[config.mk]
export PLATFORM = sky130hd
export DESIGN_NAME = chaotic_bitgen
export DESIGN_NICKNAME = d
export VERILOG_FILES = /design/src/rtl/chaotic_bitgen.sv
export SDC_FILE = /design/constraint.sdc
export NUM_CORES = 1
export LEC_CHECK = 0
export CAP_MARGIN = 20
export CORE_MARGIN = 2
export CORE_UTILIZATION = 29
export DETAILED_ROUTE_END_ITERATION = 10
export PLACE_DENSITY = 0.41
export SYNTH_ARGS = -nofsm -noshare
export SYNTH_HDL_FRONTEND = slang
export SYNTH_SLANG_ARGS = --single-unit
[constraint.sdc]
create_clock -name clk -period 9.5 [get_ports clk]
set_input_delay 2.85 -clock clk [delete_from_list [all_inputs] [get_ports clk]]
set_output_delay 2.85 -clock clk [all_outputs]
set_load 0.005 [all_outputs]
[src/rtl/chaotic_bitgen.sv]
// Chaotic bit generator: a W-bit fixed-point logistic (r=4) or tent map stepped once per clock.
// Each step yields one bit (x_next >= 0.5); bits are packed MSB-first into OUT_W-bit words.
module chaotic_bitgen #(
  parameter int unsigned  W     = 16,
  parameter int unsigned  OUT_W = 8,
  parameter logic [W-1:0] SEED  = {2'b01, {(W-2){1'b0}}}
) (
  input  logic             clk,
  input  logic             rst,
  input  logic             en,
  input  logic             mode,
  input  logic             seed_load,
  input  logic [W-1:0]     seed,
  output logic [OUT_W-1:0] out_data,
  output logic             out_valid,
  input  logic             out_ready,
  output logic [W-1:0]     x_state,
  output logic [7:0]       reseed_cnt
);

  // state | meaning
  // IDLE  | en=0 and word not full: x held, no bits produced
  // RUN   | en=1 and word not full: one map step, bit shifted in
  // FULL  | word complete: out_valid high, x held until handshake
  typedef enum logic [1:0] {IDLE, RUN, FULL} phase_t;

  localparam int unsigned    BCW     = $clog2(OUT_W + 1);
  localparam logic [W-1:0]   ONE     = {1'b0, {(W-1){1'b1}}};
  localparam logic [W-1:0]   HALF    = {2'b01, {(W-2){1'b0}}};
  localparam logic [BCW-1:0] BC_FULL = BCW'(OUT_W);

  logic [W-1:0]     x_q, x_n;
  logic [BCW-1:0]   bc_q, bc_n;
  logic [OUT_W-1:0] sr_q, sr_n;
  logic             valid_q, valid_n;
  logic [7:0]       cnt_q, cnt_n;

  logic [2*W-1:0]   prod;
  logic [W-1:0]     one_minus, x_log, x_tent, x_next, x_seed;
  logic             bit_new, degenerate, step;
  phase_t           phase;

  // (p<<2)[2W-2:W-1] is the same bit field as p[2W-4:W-3]
  always_comb begin
    one_minus  = ONE - x_q;
    prod       = {{W{1'b0}}, x_q} * {{W{1'b0}}, one_minus};
    x_log      = W'(prod >> (W - 3));
    x_tent     = (x_q < HALF) ? (x_q << 1) : (one_minus << 1);
    x_next     = mode ? x_tent : x_log;
    bit_new    = x_next[W-2];
    degenerate = (x_next == '0) || (x_next == x_q);
    x_seed     = ((seed == '0) || (seed > ONE)) ? SEED : seed;
  end

  always_comb begin
    phase = IDLE;
    if (bc_q == BC_FULL) phase = FULL;
    else if (en)         phase = RUN;

    step = 1'b0;
    bc_n = bc_q;
    if (!seed_load) begin
      unique case (phase)
        RUN: begin
          step = 1'b1;
          bc_n = bc_q + 1'b1;
        end
        FULL: begin
          if (out_ready) begin
            step = en;
            bc_n = en ? BCW'(1) : '0;
          end
        end
        default: ;
      endcase
    end else begin
      bc_n = '0;
    end

    x_n   = x_q;
    sr_n  = sr_q;
    cnt_n = cnt_q;
    if (seed_load) begin
      x_n  = x_seed;
      sr_n = '0;
    end else if (step) begin
      sr_n = OUT_W'({sr_q, bit_new});
      if (degenerate) begin
        x_n = SEED;
        if (cnt_q != 8'hFF) cnt_n = cnt_q + 8'd1;
      end else begin
        x_n = x_next;
      end
    end

    valid_n = (bc_n == BC_FULL);
  end

  always_ff @(posedge clk or negedge rst) begin
    if (!rst) begin
      x_q     <= SEED;
      bc_q    <= '0;
      sr_q    <= '0;
      valid_q <= 1'b0;
      cnt_q   <= '0;
    end else begin
      x_q     <= x_n;
      bc_q    <= bc_n;
      sr_q    <= sr_n;
      valid_q <= valid_n;
      cnt_q   <= cnt_n;
    end
  end

  assign out_data   = sr_q;
  assign out_valid  = valid_q;
  assign x_state    = x_q;
  assign reseed_cnt = cnt_q;

endmodule

---- Word-level counts from Yosys, hierarchy flattened ----
Cells that the tools add are included.
storage, ports and cells
  register bits ........................... 37
  input port bits ......................... 22
  output and inout bits ................... 33
  word-level logic and storage cells ...... 41
operators by class
  add/subtract/negate cells ............... 3
  multipliers ............................. 1
  order comparisons ....................... 2
  equal/unequal tests ..................... 6
  mux-type cells .......................... 17
  bitwise logic cells ..................... 1
  reduce and logical (&&, ||, !) cells .... 6
operators with widths
  operator                  count
  $mux W16                  6
  $logic_not A16 Y1         2
  $mul A16 B16 Y29          1
  $eq A16 B16 Y1            1
  $gt A16 B15 Y1 const B    1
  $lt A16 B15 Y1 const B    1
  $mux W8                   2
  $sub A15 B16 Y16 const A  1
  $add A8 B1 Y8 const B     1
  $eq A4 B4 Y1 const B      2
  $mux W4                   2
  $ne A8 B8 Y1 const B      1
  $pmux W4 S2               1
  $add A4 B1 Y4 const B     1
  $mux W1                   4
  $reduce_and A4 Y1         1
  $eq A2 B1 Y1 const B      1
  $eq A2 B2 Y1 const B      1
  $logic_or A1 B1 Y1        2
  $mux W2                   1
  $pmux W1 S2               1
  $reduce_bool A2 Y1        1
  $not A1 Y1                1

---- Logic depth before layout (Yosys ltp) ----
Gate-level depths: netlist (run 1).
  word-level depth ........................ 8
  mapped depth ............................ 30
  mapped depth without buffers ............ 26

---- Least setup slack after synthesis (run 1) ----
No wires, ideal clock.
  kind .................................... reg2reg
  start point ............................. register x_q[2] (netlist: x_state[2])
  end point ............................... register cnt_q[2] (netlist: reseed_cnt[2])
  library setup time ...................... 131 ps
  arrival ................................. 7319 ps
  required time ........................... 9369 ps
  setup slack ............................. 2049 ps
  cell stages (with the launch flop) ...... 26
  path buffers ............................ 3
  period minus slack after synthesis ...... 7451 ps
  path through ............................ dfrtp_1 > clkbuf_1 > clkinv_1 > clkbuf_1 > nand2_1 > fa_1 > fa_1 > fa_1 > inv_1 > fa_1 > inv_1 > fa_1 > fa_1 > inv_1 > ha_1 > buf_4 > nand4_1 > o22ai_1 > nor2_1 > a21oi_2 > a31o_1 > mux2_1 > a211oi_1 > nand2_2 > o211ai_2 > or3b_1
on the way
  word-level cells in the longest chain between the ends .. 6
  elaborated cells on any way between the ends .. 9
  those cells by class .................... add/sub: 1; mul: 1; order compare: 1; eq/ne: 1; mux: 2; reduce/logical: 3
ends and longest elaborated chain
  element                                              line    source
  start, declared                                      32      logic [W-1:0] x_q, x_n;
  start signal, assigned                               107     x_q <= x_n;
  $sub A15 B16 Y16 or $lt A16 B15 Y1 (tied branches)   45, 48
  $mul A16 B16 Y29 or $mux W16 (tied branches)         46, 48
  $mux W16                                             49      x_next = mode ? x_tent : x_log;
  $eq A16 B16 Y1 or $logic_not A16 Y1 (tied branches)  51      degenerate = (x_next == '0) || (x_next == x_q);
  $logic_or A1 B1 Y1 *                                 51
  $reduce_and A4 Y1 (no source line) *                 n/a
  end signal, assigned                                 111     cnt_q <= cnt_n;
  end, declared                                        36      logic [7:0] cnt_q, cnt_n;
Every way passes the cells marked *; elsewhere a longest branch is shown, timed or not.
A chain may end at the register's enable or synchronous reset.

---- Worst setup path in the final report (run 1) ----
  start point ............................. register x_q[3] (netlist: x_state[3])
  end point ............................... register cnt_q[1] (netlist: reseed_cnt[1])
The elaborated chain is that of the path after synthesis.

==> results.sh, run 1 <==
export IMPL_vias_per_cell=5.036
export IMPL_antenna_cells=0
export IMPL_clkSlewWorstSetupHoldPaths_ns=0.06
export IMPL_r2r_cells=22
export IMPL_yosysSeqAreaShare=0.08679
export IMPL_fin_util=0.3268
export IMPL_place_congestion=0.8781
export IMPL_grt_pass1_vias=9427
export IMPL_cp_startpoint="x_state[3]$_DFFE_PN0P_"
export IMPL_synth_area_mm2=0.01068
export IMPL_cts_sink_count=37
export IMPL_fin_crit_ns=8.711
export IMPL_r2r_end="reseed_cnt[1]$_DFFE_PN0P_"
export IMPL_crit_path_end_kind="flip-flop"
export IMPL_r2r_start="x_state[3]$_DFFE_PN0P_"
export IMPL_synth_edff_count=0
export IMPL_slew_headroom=0.3148
export IMPL_setup_slack_ns=0.7893
export IMPL_die_x_um=195.9
export IMPL_max_cap_violations=0
export IMPL_core_mm2=0.03643
export IMPL_clk_insertion_delay_late_ns=0.29
export IMPL_cts_setup_buffers=0
export IMPL_slew_violations=0
export IMPL_cp_required_ns=9.67
export IMPL_grt_max_degree=38
export IMPL_final_common_cell="inv_1"
export IMPL_multi_input_area_mm2=0.008667
export IMPL_clock_root_buffer="clkbuf_16"
export IMPL_drive_gt1_frac=0.05457
export IMPL_htree_levels=2
export IMPL_synth_distinct_cells=77
export IMPL_seqCellArea_um2=927.1
export IMPL_synth_avg_cell_area_um2=8.352
export IMPL_antenna_found_initial=0
export IMPL_crit_arrival_ns=8.88
export IMPL_clk_path_buf_depth=2
export IMPL_fmax_mhz=114.8
export IMPL_syn2layout_area_growth_pct=11.45
export IMPL_fin_setup_tns_ns=0
export IMPL_worst_slew_pin_slew_ns=1.027
export IMPL_crit_fanout=24
export IMPL_wirelength_um=35420
export IMPL_num_vias=8908
export IMPL_finalHoldViolations=0
export IMPL_dr_pass1_iters=7
export IMPL_synthArstFlopShare=1.000
export IMPL_grt_use_total=0.1915
export IMPL_cp_endpoint="reseed_cnt[1]$_DFFE_PN0P_"
export IMPL_initial_core_util=0.2932
export IMPL_rsz0062_at_grt="false"
export IMPL_rows=70
export IMPL_grt_pass1_wl_um=56560
export IMPL_ys_seq_elements=37
export IMPL_hold_buffers=0
export IMPL_cts_tree="done"
export IMPL_die_height_um=195.9
export IMPL_fp_dieArea_mm2=0.03839
export IMPL_fill_cells=3928
export IMPL_nets=1611
export IMPL_hold_path_class="flip-flop to flip-flop"
export IMPL_synth_top_flop_cell="dfrtp_1"
export IMPL_dp_hpwl_um=26580
export IMPL_critical_path_class="flip-flop to flip-flop"
export IMPL_ys_warn_count=0
export IMPL_grt_overflow_total=0
export IMPL_antenna_left=0
export IMPL_crit_path_start_kind="flip-flop"
export IMPL_drc=0
export IMPL_ff2ff_setup_slack_ns=0.79
export IMPL_wl_per_cell_um=20.02
export IMPL_setup_violations_final=0
export IMPL_post_route_period_util=0.9169
export IMPL_cts_resized=0
export IMPL_port_buffers=54
export IMPL_syn_nets=1590
export IMPL_synthCells=1279
export IMPL_status="completed"
export IMPL_ios=55
export IMPL_final_cell_mix="207 x inv_1, 174 x fa_1, 161 x nand2_1, 128 x nor2_1, 115 x ha_1"
export IMPL_preCtsSetupSlack_ns=0.7043
export IMPL_numCtsBuffers=5
export IMPL_drt_iter0_markers=457
export IMPL_clock_skew_ns=0.006520
-- worst min-delay path by stage --
stage          slack, ns                      start  cells after the start                   endpoint
2_1_floorplan       0.48  reseed_cnt[5]$_DFFE_PN0P_                      1  reseed_cnt[5]$_DFFE_PN0P_
3_3_place_gp        0.48  reseed_cnt[5]$_DFFE_PN0P_                      1  reseed_cnt[5]$_DFFE_PN0P_
3_5_place_dp        0.49  reseed_cnt[6]$_DFFE_PN0P_                      1  reseed_cnt[6]$_DFFE_PN0P_
4_1_cts             0.50  reseed_cnt[6]$_DFFE_PN0P_                      1  reseed_cnt[6]$_DFFE_PN0P_
5_1_grt             0.53  reseed_cnt[5]$_DFFE_PN0P_                      1  reseed_cnt[5]$_DFFE_PN0P_
6_report            0.49  reseed_cnt[6]$_DFFE_PN0P_                      1  reseed_cnt[6]$_DFFE_PN0P_
-- cell usage after synthesis, drive strengths merged (3+ instances only) --
| cell type | number | area [um2] |
|---|---|---|
| a31oi | 3 | 18.77 |
| o21a | 4 | 30.03 |
| o22ai | 8 | 87.58 |
| xnor2 | 25 | 219.0 |
| ha | 115 | 1439 |
| o31ai | 5 | 37.54 |
| and4 | 4 | 35.03 |
| nor4 | 12 | 75.07 |
| fa | 174 | 3483 |
| a311oi | 6 | 58.80 |
| and3 | 9 | 56.30 |
| nor3 | 12 | 60.06 |
| a22o | 4 | 36.29 |
| nor2b | 19 | 118.9 |
| o211ai | 24 | 185.2 |
| and2 | 15 | 93.84 |
| buf | 23 | 107.6 |
| nand4 | 13 | 87.58 |
| xor2 | 11 | 96.34 |
| a221oi | 3 | 32.53 |
| a211o | 3 | 26.28 |
| a31o | 5 | 43.79 |
| a21o | 8 | 60.06 |
| dfrtp | 36 | 900.9 |
| inv | 207 | 777.0 |
| a21boi | 5 | 37.54 |
| o311ai | 4 | 35.04 |
| a21oi | 57 | 296.5 |
| or2 | 3 | 18.77 |
| a211oi | 9 | 72.57 |
| nand3 | 12 | 60.06 |
| or4 | 3 | 22.52 |
| a22oi | 15 | 112.6 |
| clkbuf | 51 | 191.4 |
| clkinv | 4 | 15.01 |
| nor2 | 130 | 495.5 |
| nand2b | 4 | 25.02 |
| nand2 | 162 | 610.6 |
| or3 | 10 | 62.56 |
| mux2i | 5 | 50.05 |
| o21ai | 34 | 173.9 |
-- stage by stage --
step / hold WS, ns / instance area (um2) / cells
3_5_place_dp: 0.4859 / 11760 / 1760
6_report: 0.4930 / 11910 / 1769
4_1_cts: 0.4960 / 11900 / 1768
3_3_place_gp: 0.4835 / 11750 / 1759
5_1_grt: 0.5257 / 11910 / 1769
2_1_floorplan: 0.4780 / 10680 / 1279
-- worst max-delay path: stages (launching register included) --
cell and delay, ns:
dfrtp_1 0.80, inv_1 0.61, nand2_1 0.24, fa_1 0.46, fa_1 0.51, fa_1 0.52
inv_1 0.05, fa_1 0.50, inv_1 0.05, fa_1 0.50, fa_1 0.55, inv_1 0.05
ha_1 0.44, a21oi_1 0.33, o21ai_1 0.21, or3_1 0.35, o211ai_1 0.20, xor2_1 0.16
a222oi_1 0.33, o311ai_1 0.14, or4_1 0.91, o22ai_2 0.30, mux2_2 0.36
-- registers in the layout, summed over array words and instances, names as in the netlist --
signal and flops:
bc_q 4, x_state 16, reseed_cnt 8, out_valid 1
out_data 8
-- kinds of logic after synthesis --
logic type,count (synthesis),share of synthesized area
mux,7,0.006793
flops,37,0.08679
xor+xnor,36,0.02951
compound gates,210,0.1381
fa+ha+maj,289,0.4608
buf+inv,285,0.1021
simple gates,415,0.1759
-- layer usage --
metal  global-route usage  routed length (um)  vias up
met4              0.03620                 627        0
met3              0.01324                 920       27
li1                     -                   -     4187
met2               0.3321               17150      152
met5                    0                   0        -
met1               0.2646               16720     4542
-- cell type report --
| cell class | instances | area share |
|---|---|---|
| multi-input combinational | 957 | 0.7279 |
| clock inverter | 2 | 0.0008407 |
| timing repair buffer | 88 | 0.06683 |
| tap | 468 | 0.04918 |
| clock buffer | 6 | 0.01082 |
| inverter | 211 | 0.06652 |
| sequential | 37 | 0.07787 |
Power of run 1 is left out: the tool's default activity adds up to more than one toggle a clock period on the data nets, which glitch-free logic cannot reach.
==> inputs of run 2 (changes only) <==
- CAP_MARGIN: 20 -> unset
==> results.sh, run 2 (synthesized netlist as in run 1, its figures left out) <==
export IMPL_final_common_cell="inv_1"
export IMPL_cp_required_ns=9.66
export IMPL_rows=70
export IMPL_crit_chain="inv_1 -> nand2_1 -> fa_1 -> fa_1 -> fa_1 -> inv_1 -> fa_1 -> inv_1 -> fa_1 -> fa_1 -> inv_1 -> ha_1 -> nand4_1 -> o22ai_1 -> a211o_1 -> nor4_1 -> nor4_1 -> xnor2_1 -> o2111ai_1 -> or4_1 -> o211ai_2 -> or3b_1"
export IMPL_slew_headroom=0.1997
export IMPL_finalHoldViolations=0
export IMPL_rsz0062_at_grt="false"
export IMPL_die_x_um=195.9
export IMPL_drc=0
export IMPL_drive_gt1_frac=0.05312
export IMPL_met3WireLength_um=1227
export IMPL_core_mm2=0.03643
export IMPL_syn2layout_area_growth_pct=11.58
export IMPL_fin_crit_ns=8.813
export IMPL_drt_iter0_markers=430
export IMPL_wl_per_cell_um=20.07
export IMPL_hold_buffers=0
export IMPL_clk_insertion_delay_late_ns=0.29
export IMPL_die_height_um=195.9
export IMPL_antenna_cells=0
export IMPL_clock_skew_ns=0.007025
export IMPL_antenna_left=0
export IMPL_fp_dieArea_mm2=0.03839
export IMPL_crit_fanout=24
export IMPL_largest_register_ffs=16
export IMPL_final_cell_mix="207 x inv_1, 174 x fa_1, 161 x nand2_1, 128 x nor2_1, 115 x ha_1"
export IMPL_numCtsBuffers=5
export IMPL_status="completed"
export IMPL_wl_met2_um=17460
export IMPL_fmax_mhz=113.5
export IMPL_cts_setup_buffers=0
export IMPL_grt_overflow_total=0
export IMPL_grt_pass1_wl_um=56460
export IMPL_num_vias=8941
export IMPL_grt_use_total=0.1913
export IMPL_post_route_period_util=0.9277
export IMPL_clkSlewWorstSetupHoldPaths_ns=0.06
export IMPL_clk_path_buf_depth=2
export IMPL_crit_path_start_kind="flip-flop"
export IMPL_dr_pass1_iters=5
export IMPL_max_stage_delay_ns=0.97
export IMPL_crit_top_cell="fa_1"
export IMPL_critPathBufInv=4
export IMPL_cts_sink_count=37
export IMPL_place_congestion=0.8781
export IMPL_slew_violations=0
export IMPL_initial_core_util=0.2932
export IMPL_cts_resized=0
export IMPL_crit_family="adder cells"
export IMPL_crit_path_end_kind="flip-flop"
export IMPL_nets=1609
export IMPL_wirelength_um=35460
export IMPL_htree_levels=2
export IMPL_critical_path_class="flip-flop to flip-flop"
export IMPL_antenna_found_initial=0
export IMPL_drt_met1_wl_um=16140
export IMPL_fin_setup_tns_ns=0
export IMPL_cts_tree="done"
export IMPL_clock_root_buffer="clkbuf_16"
export IMPL_crit_slowest_cell="or4_1"
export IMPL_ios=55
export IMPL_grt_max_degree=38
export IMPL_setup_violations_final=0
export IMPL_highest_layer="met4"
export IMPL_max_cap_violations=0
export IMPL_worst_slew_pin_slew_ns=1.199
export IMPL_grt_pass1_vias=9536
export IMPL_vias_per_cell=5.060
export IMPL_crit_arrival_ns=8.98
export IMPL_dp_hpwl_um=26530
export IMPL_hold_path_class="flip-flop to flip-flop"
export IMPL_port_buffers=54
## run 2: changes by cell type in the layout (fill, tap and decap cells not counted), sizes merged
cell,change
bufinv,+1
clkbuf,+1
buf,-2
clkinv,-2
## run 2: stage by stage
step / setup WS, ns / area [um2] / instances / hold slack [ns] / utilization
after floorplan: 2.049 / 10680 / 1279 / 0.4780 / -
after global placement: 0.7682 / 11750 / 1759 / 0.4835 / 0.3224
after detailed placement: 0.7165 / 11750 / 1759 / 0.4820 / 0.3224
after CTS: 0.6857 / 11920 / 1767 / 0.4950 / 0.3272
after global routing: 0.3082 / 11920 / 1767 / 0.5203 / 0.3272
final: 0.6867 / 11920 / 1767 / 0.4865 / 0.3272
## run 2: cell type report
| cell class | count | area (um2) |
|---|---|---|
| multi-input combinational | 957 | 8667 |
| clock buffer | 7 | 142.6 |
| sequential | 37 | 927.1 |
| inverter | 211 | 792.0 |
| timing repair buffer | 86 | 775.7 |
| clock inverter | 1 | 30.03 |
| tap | 468 | 585.6 |
| fill | 3947 | 24510 |
## run 2: final timing paths
path,slack (ns),cells after the start,to,startpoint
worst max-delay path,0.69,22,reseed_cnt[2]$_DFFE_PN0P_,x_state[3]$_DFFE_PN0P_
worst min-delay path,0.49,1,reseed_cnt[5]$_DFFE_PN0P_,reseed_cnt[5]$_DFFE_PN0P_
worst max register to register,0.69,22,reseed_cnt[2]$_DFFE_PN0P_,x_state[3]$_DFFE_PN0P_
worst min register to register,0.49,1,reseed_cnt[5]$_DFFE_PN0P_,reseed_cnt[5]$_DFFE_PN0P_
max in group asynchronous,6.27,1,x_state[3]$_DFFE_PN0P_,rst
min in group asynchronous,2.68,1,out_data[6]$_DFFE_PN0P_,rst
## run 2: routing by layer
metal | vias up | GRT usage
met1 | 4562 | 0.2552
met5 | - | 0
met4 | 0 | 0.03816
li1 | 4176 | -
met2 | 176 | 0.3399
met3 | 27 | 0.01564
## run 2: worst register-to-register path: stages, from the launching register on
cell and delay, ns:
dfrtp_1 0.81, inv_1 0.65, nand2_1 0.26, fa_1 0.46, fa_1 0.51, fa_1 0.52
inv_1 0.05, fa_1 0.49, inv_1 0.06, fa_1 0.50, fa_1 0.55, inv_1 0.04
ha_1 0.52, nand4_1 0.15, o22ai_1 0.45, a211o_1 0.20, nor4_1 0.06, nor4_1 0.44
xnor2_1 0.18, o2111ai_1 0.13, or4_1 0.97, o211ai_2 0.30, or3b_1 0.37
Power of run 2 is left out for the same reason.
==> inputs of run 3 (changes only) <==
- ABC_AREA: unset -> 1
==> results.sh, run 3 <==
export IMPL_status="completed"
export IMPL_grt_pass1_vias=9957
export IMPL_seqCellArea_um2=927.1
export IMPL_final_common_cell="nand2_1"
export IMPL_synthTopCellsByArea="fa_1 31%, nand2_1 13%, ha_1 13%"
export IMPL_fill_cells=4208
export IMPL_largest_register_ffs=16
export IMPL_vias_per_cell=4.574
export IMPL_syn2layout_area_growth_pct=10.92
export IMPL_antenna_cells=0
export IMPL_critPathBufInv=6
export IMPL_fmax_mhz=134.3
export IMPL_htree_levels=2
export IMPL_path_depth=30
export IMPL_synthCells=1568
export IMPL_hold_slack_ns=0.5445
export IMPL_numCtsBuffers=5
export IMPL_core_mm2=0.03784
export IMPL_antenna_left=0
export IMPL_clock_skew_ns=0.007893
export IMPL_clock_root_buffer="clkbuf_16"
export IMPL_critical_path_class="flip-flop to flip-flop"
export IMPL_synth_edff_count=0
export IMPL_fin_util=0.3280
export IMPL_clk_path_buf_depth=2
export IMPL_grt_max_degree=38
export IMPL_yosys_area_top_type_share=0.3113
export IMPL_initial_core_util=0.2957
export IMPL_clk_insertion_delay_late_ns=0.29
export IMPL_antenna_found_initial=0
export IMPL_drive_gt1_frac=0.05849
export IMPL_r2r_start="x_state[1]$_DFFE_PN0P_"
export IMPL_hold_path_class="flip-flop to flip-flop"
export IMPL_hold_path_depth=2
export IMPL_wl_per_cell_um=17.44
export IMPL_fin_setup_tns_ns=0
export IMPL_syn_nets=1879
export IMPL_rows=71
export IMPL_drc=0
export IMPL_grt_pass1_wl_um=58580
export IMPL_clkSlewWorstSetupHoldPaths_ns=0.06
export IMPL_ios=55
export IMPL_synth_area_leader_cell="fa_1"
export IMPL_r2r_end="reseed_cnt[1]$_DFFE_PN0P_"
export IMPL_multi_input_area_mm2=0.008658
export IMPL_grt_overflow_total=0
export IMPL_ys_warn_count=0
export IMPL_ys_seq_elements=37
export IMPL_cts_sink_count=37
export IMPL_cp_endpoint="reseed_cnt[1]$_DFFE_PN0P_"
export IMPL_slew_violations=0
export IMPL_cts_resized=0
export IMPL_cts_tree="done"
export IMPL_grt_use_total=0.1862
export IMPL_synthArstFlopShare=1.000
export IMPL_max_stage_delay_ns=0.74
export IMPL_yosysSeqAreaShare=0.08285
export IMPL_die_x_um=200.4
export IMPL_crit_fanout=20
export IMPL_dp_hpwl_um=29440
export IMPL_crit_path_end_kind="flip-flop"
export IMPL_post_route_period_util=0.7838
export IMPL_place_congestion=0.8633
export IMPL_port_buffers=54
export IMPL_synth_avg_cell_area_um2=7.137
export IMPL_cp_required_ns=9.68
export IMPL_finalHoldViolations=0
export IMPL_setup_violations_final=0
export IMPL_slew_headroom=0.3687
export IMPL_dr_pass1_iters=5
export IMPL_wirelength_um=36650
export IMPL_synth_top_flop_cell="dfrtp_1"
export IMPL_rsz0062_at_grt="false"
export IMPL_synth_common_cells="395 x nand2_1, 341 x inv_1, 174 x fa_1"
export IMPL_fp_dieArea_mm2=0.04018
export IMPL_r2r_cells=30
export IMPL_die_height_um=200.4
export IMPL_synth_area_mm2=0.01119
export IMPL_crit_path_start_kind="flip-flop"
export IMPL_hold_buffers=0
export IMPL_cts_setup_buffers=0
export IMPL_final_cell_mix="395 x nand2_1, 341 x inv_1, 174 x fa_1, 169 x nor2_1, 115 x ha_1"
export IMPL_num_vias=9611
export IMPL_worstHoldStart="reseed_cnt[4]$_DFFE_PN0P_"
export IMPL_ff2ff_setup_slack_ns=2.05
export IMPL_crit_family="adder cells"
export IMPL_synth_distinct_cells=41
export IMPL_crit_top_cell="nand2_1"
export IMPL_nets=1900
export IMPL_max_cap_violations=0
export IMPL_crit_arrival_ns=7.63
export IMPL_cp_startpoint="x_state[1]$_DFFE_PN0P_"
export IMPL_yosysMostFrequentCell="nand2_1"
export IMPL_drt_iter0_markers=422
export IMPL_crit_slowest_cell="inv_1"
export IMPL_fin_crit_ns=7.446
export IMPL_worst_slew_pin_slew_ns=0.9470
-- run 3: cell types whose count changed in the layout (fill, tap and decap cells not counted), moves of 14 or more --
cell / delta
o211ai_1: -21
a21oi_1: -14
nand3_2: +18
inv_1: +134
xnor2_1: -19
o21ai_0: -14
nor2_1: +41
nand2_1: +234
a22oi_1: -15
nand3_1: +75
nor2b_1: -19
-- run 3: worst min path at each step --
stage,to,slack (ns)
2_1_floorplan,reseed_cnt[4]$_DFFE_PN0P_,0.50
5_1_grt,out_data[7]$_DFFE_PN0P_,0.58
4_1_cts,reseed_cnt[4]$_DFFE_PN0P_,0.55
6_report,reseed_cnt[4]$_DFFE_PN0P_,0.54
3_5_place_dp,reseed_cnt[4]$_DFFE_PN0P_,0.54
3_3_place_gp,out_data[6]$_DFFE_PN0P_,0.53
-- run 3: final cells by class --
class	instances	share of cell area
Tap cell	511	0.05151
Inverter	358	0.1083
Sequential cell	37	0.07469
Clock inverter	2	0.001210
Timing Repair Buffer	76	0.05645
Multi-Input combinational cell	1111	0.6975
Clock buffer	6	0.01038
-- run 3: kinds of logic after synthesis --
logic type / count (synthesis) / share of synthesized area
buffers and inverters: 420 / 0.1434
DFF: 37 / 0.08285
adders and majority gates: 289 / 0.4398
and+or+nand+nor: 736 / 0.2862
xor gates and xnor gates: 15 / 0.01174
AOI/OAI and AO/OA: 71 / 0.03589
-- run 3: worst register-to-register path, delay by kind of cell, from the launching register on --
| family | cells | cell delay, ns |
|---|---|---|
| compound gates | 1 | 0.18 |
| buf+inv | 6 | 1.08 |
| simple gates | 16 | 1.95 |
| flops | 1 | 0.64 |
| fa+ha+maj | 7 | 3.50 |
-- run 3: metal layers --
metal,up-vias,GRT usage,wire [um]
met1,4781,0.2623,17540
met5,-,0,0
met4,0,0.008995,125
met3,8,0.01055,705
li1,4728,-,-
met2,94,0.3301,18280
-- run 3: through the flow --
step / worst slack [ns] / instance area [um2] / instances
6_report: 2.054 / 12410 / 2101
5_1_grt: 1.465 / 12410 / 2101
4_1_cts: 2.018 / 12410 / 2101
3_5_place_dp: 2.038 / 12270 / 2093
3_3_place_gp: 2.003 / 12270 / 2093
2_1_floorplan: 3.189 / 11190 / 1568
Power of run 3 is left out for the same reason.
==> edit (flow settings as in run 3) <==
Reset style: synchronous (`rst`), changed in one clocked block.
--- a/src/rtl/chaotic_bitgen.sv
+++ b/src/rtl/chaotic_bitgen.sv
@@ -98,3 +98,3 @@
 
-  always_ff @(posedge clk or negedge rst) begin
+  always_ff @(posedge clk) begin
     if (!rst) begin
Check against the original RTL: not equivalent (Yosys sat finds a counterexample within 4 cycles, from zero or initial values and one cycle with rst low; the reset may be asserted at any time).
==> edit against run 3 <==
- sequential cell count unchanged
- via count decreased by 1.4%
- sequential share of layout area fell by 1.4 points
- routed wire length fell by 1.3%
- final area shrank 1.4%
- area after synthesis shrank 2.0%
- worst setup slack got worse by 0.48 ns
- clock skew shrank 0.0041 ns
Power is not shown: default switching activity piles up to over one toggle a cycle in this logic, so the estimate is an artifact.
==> edit: results (changes against run 3) <==
* Inserted Clock Buffers at 5 (unchanged)
* Mapped Cells at 1544 (-1.5%)
* # port buffers at 54 (unchanged)
* Routed wire per std cell at 17.36 µm (-0.49%)
* Cell at the slowest stage of the critical path: sky130_fd_sc_hd__dfxtp_1
* Share of flip-flops with an asynchronous set or reset after synthesis at 0% (-100 points)
* Slowest Stage Delay on Critical Path at 0.97 ns (+0.23 ns)
* Net Count, Synth at 1855 (-1.3%)
* Total number of vias at 9480 (-1.4%)
* Portion of netlist area occupied by mux cells at 0% (unchanged)
* Number of flip-flops in the largest register at 16 (unchanged)
* Pre-antenna DRT Iters at 5 (unchanged)
* Resized Gates After CTS at 0 (unchanged)
* Count of warnings emitted by yosys at 0 (unchanged)
* Insertion delay to the later sink of the worst-skew pair at 0.29 ns (about the same)
* Via count of the first global-routing pass at 9797 (-1.6%)
* Overall routed net length at 36.17 mm (-1.3%)
* Hold violation total from the final report at 0 (unchanged)
* Adder-cell share of the synthesized area at 44.86% (+0.88 points)
* Largest cells by area after synthesis: sky130_fd_sc_hd__fa_1, sky130_fd_sc_hd__ha_1, sky130_fd_sc_hd__nand2_1
* Most used DFF post-synth: sky130_fd_sc_hd__dfxtp_1
* Maximum number of pins on one net before global-route repair at 25 (-34%)
* Headroom to the max-slew limit at 27.02% (-9.8 points)
* Worst Reg-to-Reg Cells at 31 (+3.3%)
* Highest net fanout along the worst path at 21 (+5.0%)
* Share of layout cells above drive strength 1 at 7.502% (+1.7 points)
* Path type of the worst min-delay path: flop to flop
* Cell Count Post-Placement at 2076 (-0.81%)
* Cell family with the largest share of critical-path delay: adder cells
* Clock slew at the register clock pins of the worst setup and hold paths at 0.06 ns (about the same)
* Synthesized-area fraction occupied by ao, oa, aoi and oai cells at 4.641% (+1.1 points)
* Post-Synth XOR/XNOR Area at 1.118% (-0.056 points)
* Post-synthesis sequential area ratio at 6.751% (-1.5 points)
* Number of cells on the worst hold path at 2 (unchanged)
* Data arrival at the endpoint of the critical path at 8.11 ns (+0.48 ns)
* Final weighted congestion in routability-driven placement at 0.8356 (-3.2%)
* Initial antenna violation count at 0 (unchanged)
* Dominant cell type by area after synthesis: sky130_fd_sc_hd__fa_1
* Overall track demand over capacity in global routing at 19.29% (+0.67 points)
* Final HPWL DP at 29.44 mm (about the same)
* Initial detailed-routing violation count at 465 (+10%)
* Distinct cell type count after synthesis at 40 (-2.4%)
* Global-route wire length before repair at 57.90 mm (-1.2%)
* Antenna Diode Count at 0 (unchanged)
* Bufs on Longest Clock Path at 2 (unchanged)
* H-tree levels at 2 (unchanged)
* Status: complete, no violations
* Setup Fix Bufs, Post-CTS at 0 (unchanged)
* Setup skew after layout at 0.003837 ns (-0.004056 ns)
* Clk root buf: sky130_fd_sc_hd__clkbuf_16
* Top post-synthesis cells by count: sky130_fd_sc_hd__nand2_1, sky130_fd_sc_hd__inv_1, sky130_fd_sc_hd__fa_1
edit: cell types whose count changed after synthesis, moves of 7 or more:
cell	run 3	this run
sky130_fd_sc_hd__a21oi_2	0	11
sky130_fd_sc_hd__clkbuf_1	32	39
sky130_fd_sc_hd__dfrtp_1	36	0
sky130_fd_sc_hd__dfxtp_1	0	37
sky130_fd_sc_hd__nand2_1	395	358
sky130_fd_sc_hd__nand2_2	10	22
sky130_fd_sc_hd__o21ai_0	14	22
sky130_fd_sc_hd__o22ai_1	8	0
edit: stage by stage:
| step | setup WS (ns) | hold WS (ns) | cell area, µm² |
|---|---|---|---|
| CTS | 1.587 | 0.4645 | 12240 |
| finish | 1.577 | 0.4597 | 12240 |
| global placement | 1.586 | 0.4510 | 12100 |
| detailed placement | 1.633 | 0.4552 | 12100 |
| global route | 1.056 | 0.4845 | 12240 |
| floorplan | 3.051 | 0.4574 | 10970 |
edit: path summary, 6_finish.rpt:
kind | slack, ns | to | start
min reg2reg | 0.46 | out_data[7] | out_data[7]
max | 1.58 | reseed_cnt[0] | x_state[5]
min | 0.46 | out_data[7] | out_data[7]
max reg2reg | 1.58 | reseed_cnt[0] | x_state[5]
edit: area by class of cell:
cell class | instances | area, µm²
fill | 4176 | 25250
timing repair buffer | 84 | 765.7
inverter | 351 | 1318
tap | 511 | 639.4
clock buffer | 6 | 128.9
multi-input combinational | 1093 | 8635
clock inverter | 2 | 10.01
sequential | 37 | 740.7
edit: cell families (layout without fill, tap and decap cells):
family | Yosys count | count (layout)
adder cells (fa/ha/maj) | 289 | 289
AND/OR/NAND/NOR | 705 | 705
buffers and inverters | 414 | 443
XOR/XNOR | 14 | 14
AO/OA/AOI/OAI | 85 | 85
flip-flops | 37 | 37
edit: metal layers:
| layer | routed length [µm] | vias to the layer above | track usage, % |
|---|---|---|---|
| li1 | - | 4666 | - |
| met1 | 17750 | 4637 | 27.71 |
| met2 | 16880 | 152 | 32.49 |
| met3 | 1081 | 25 | 1.492 |
| met4 | 467 | 0 | 2.349 |
| met5 | 0 | - | 0 |
edit: worst reg2reg max path, delay by kind of cell (launching register included):
family | cells | cell delay (ns)
AO/OA/AOI/OAI | 1 | 0.33
adder cells (fa/ha/maj) | 8 | 3.64
buffers and inverters | 7 | 1.06
flip-flops | 1 | 0.97
AND/OR/NAND/NOR | 15 | 1.82
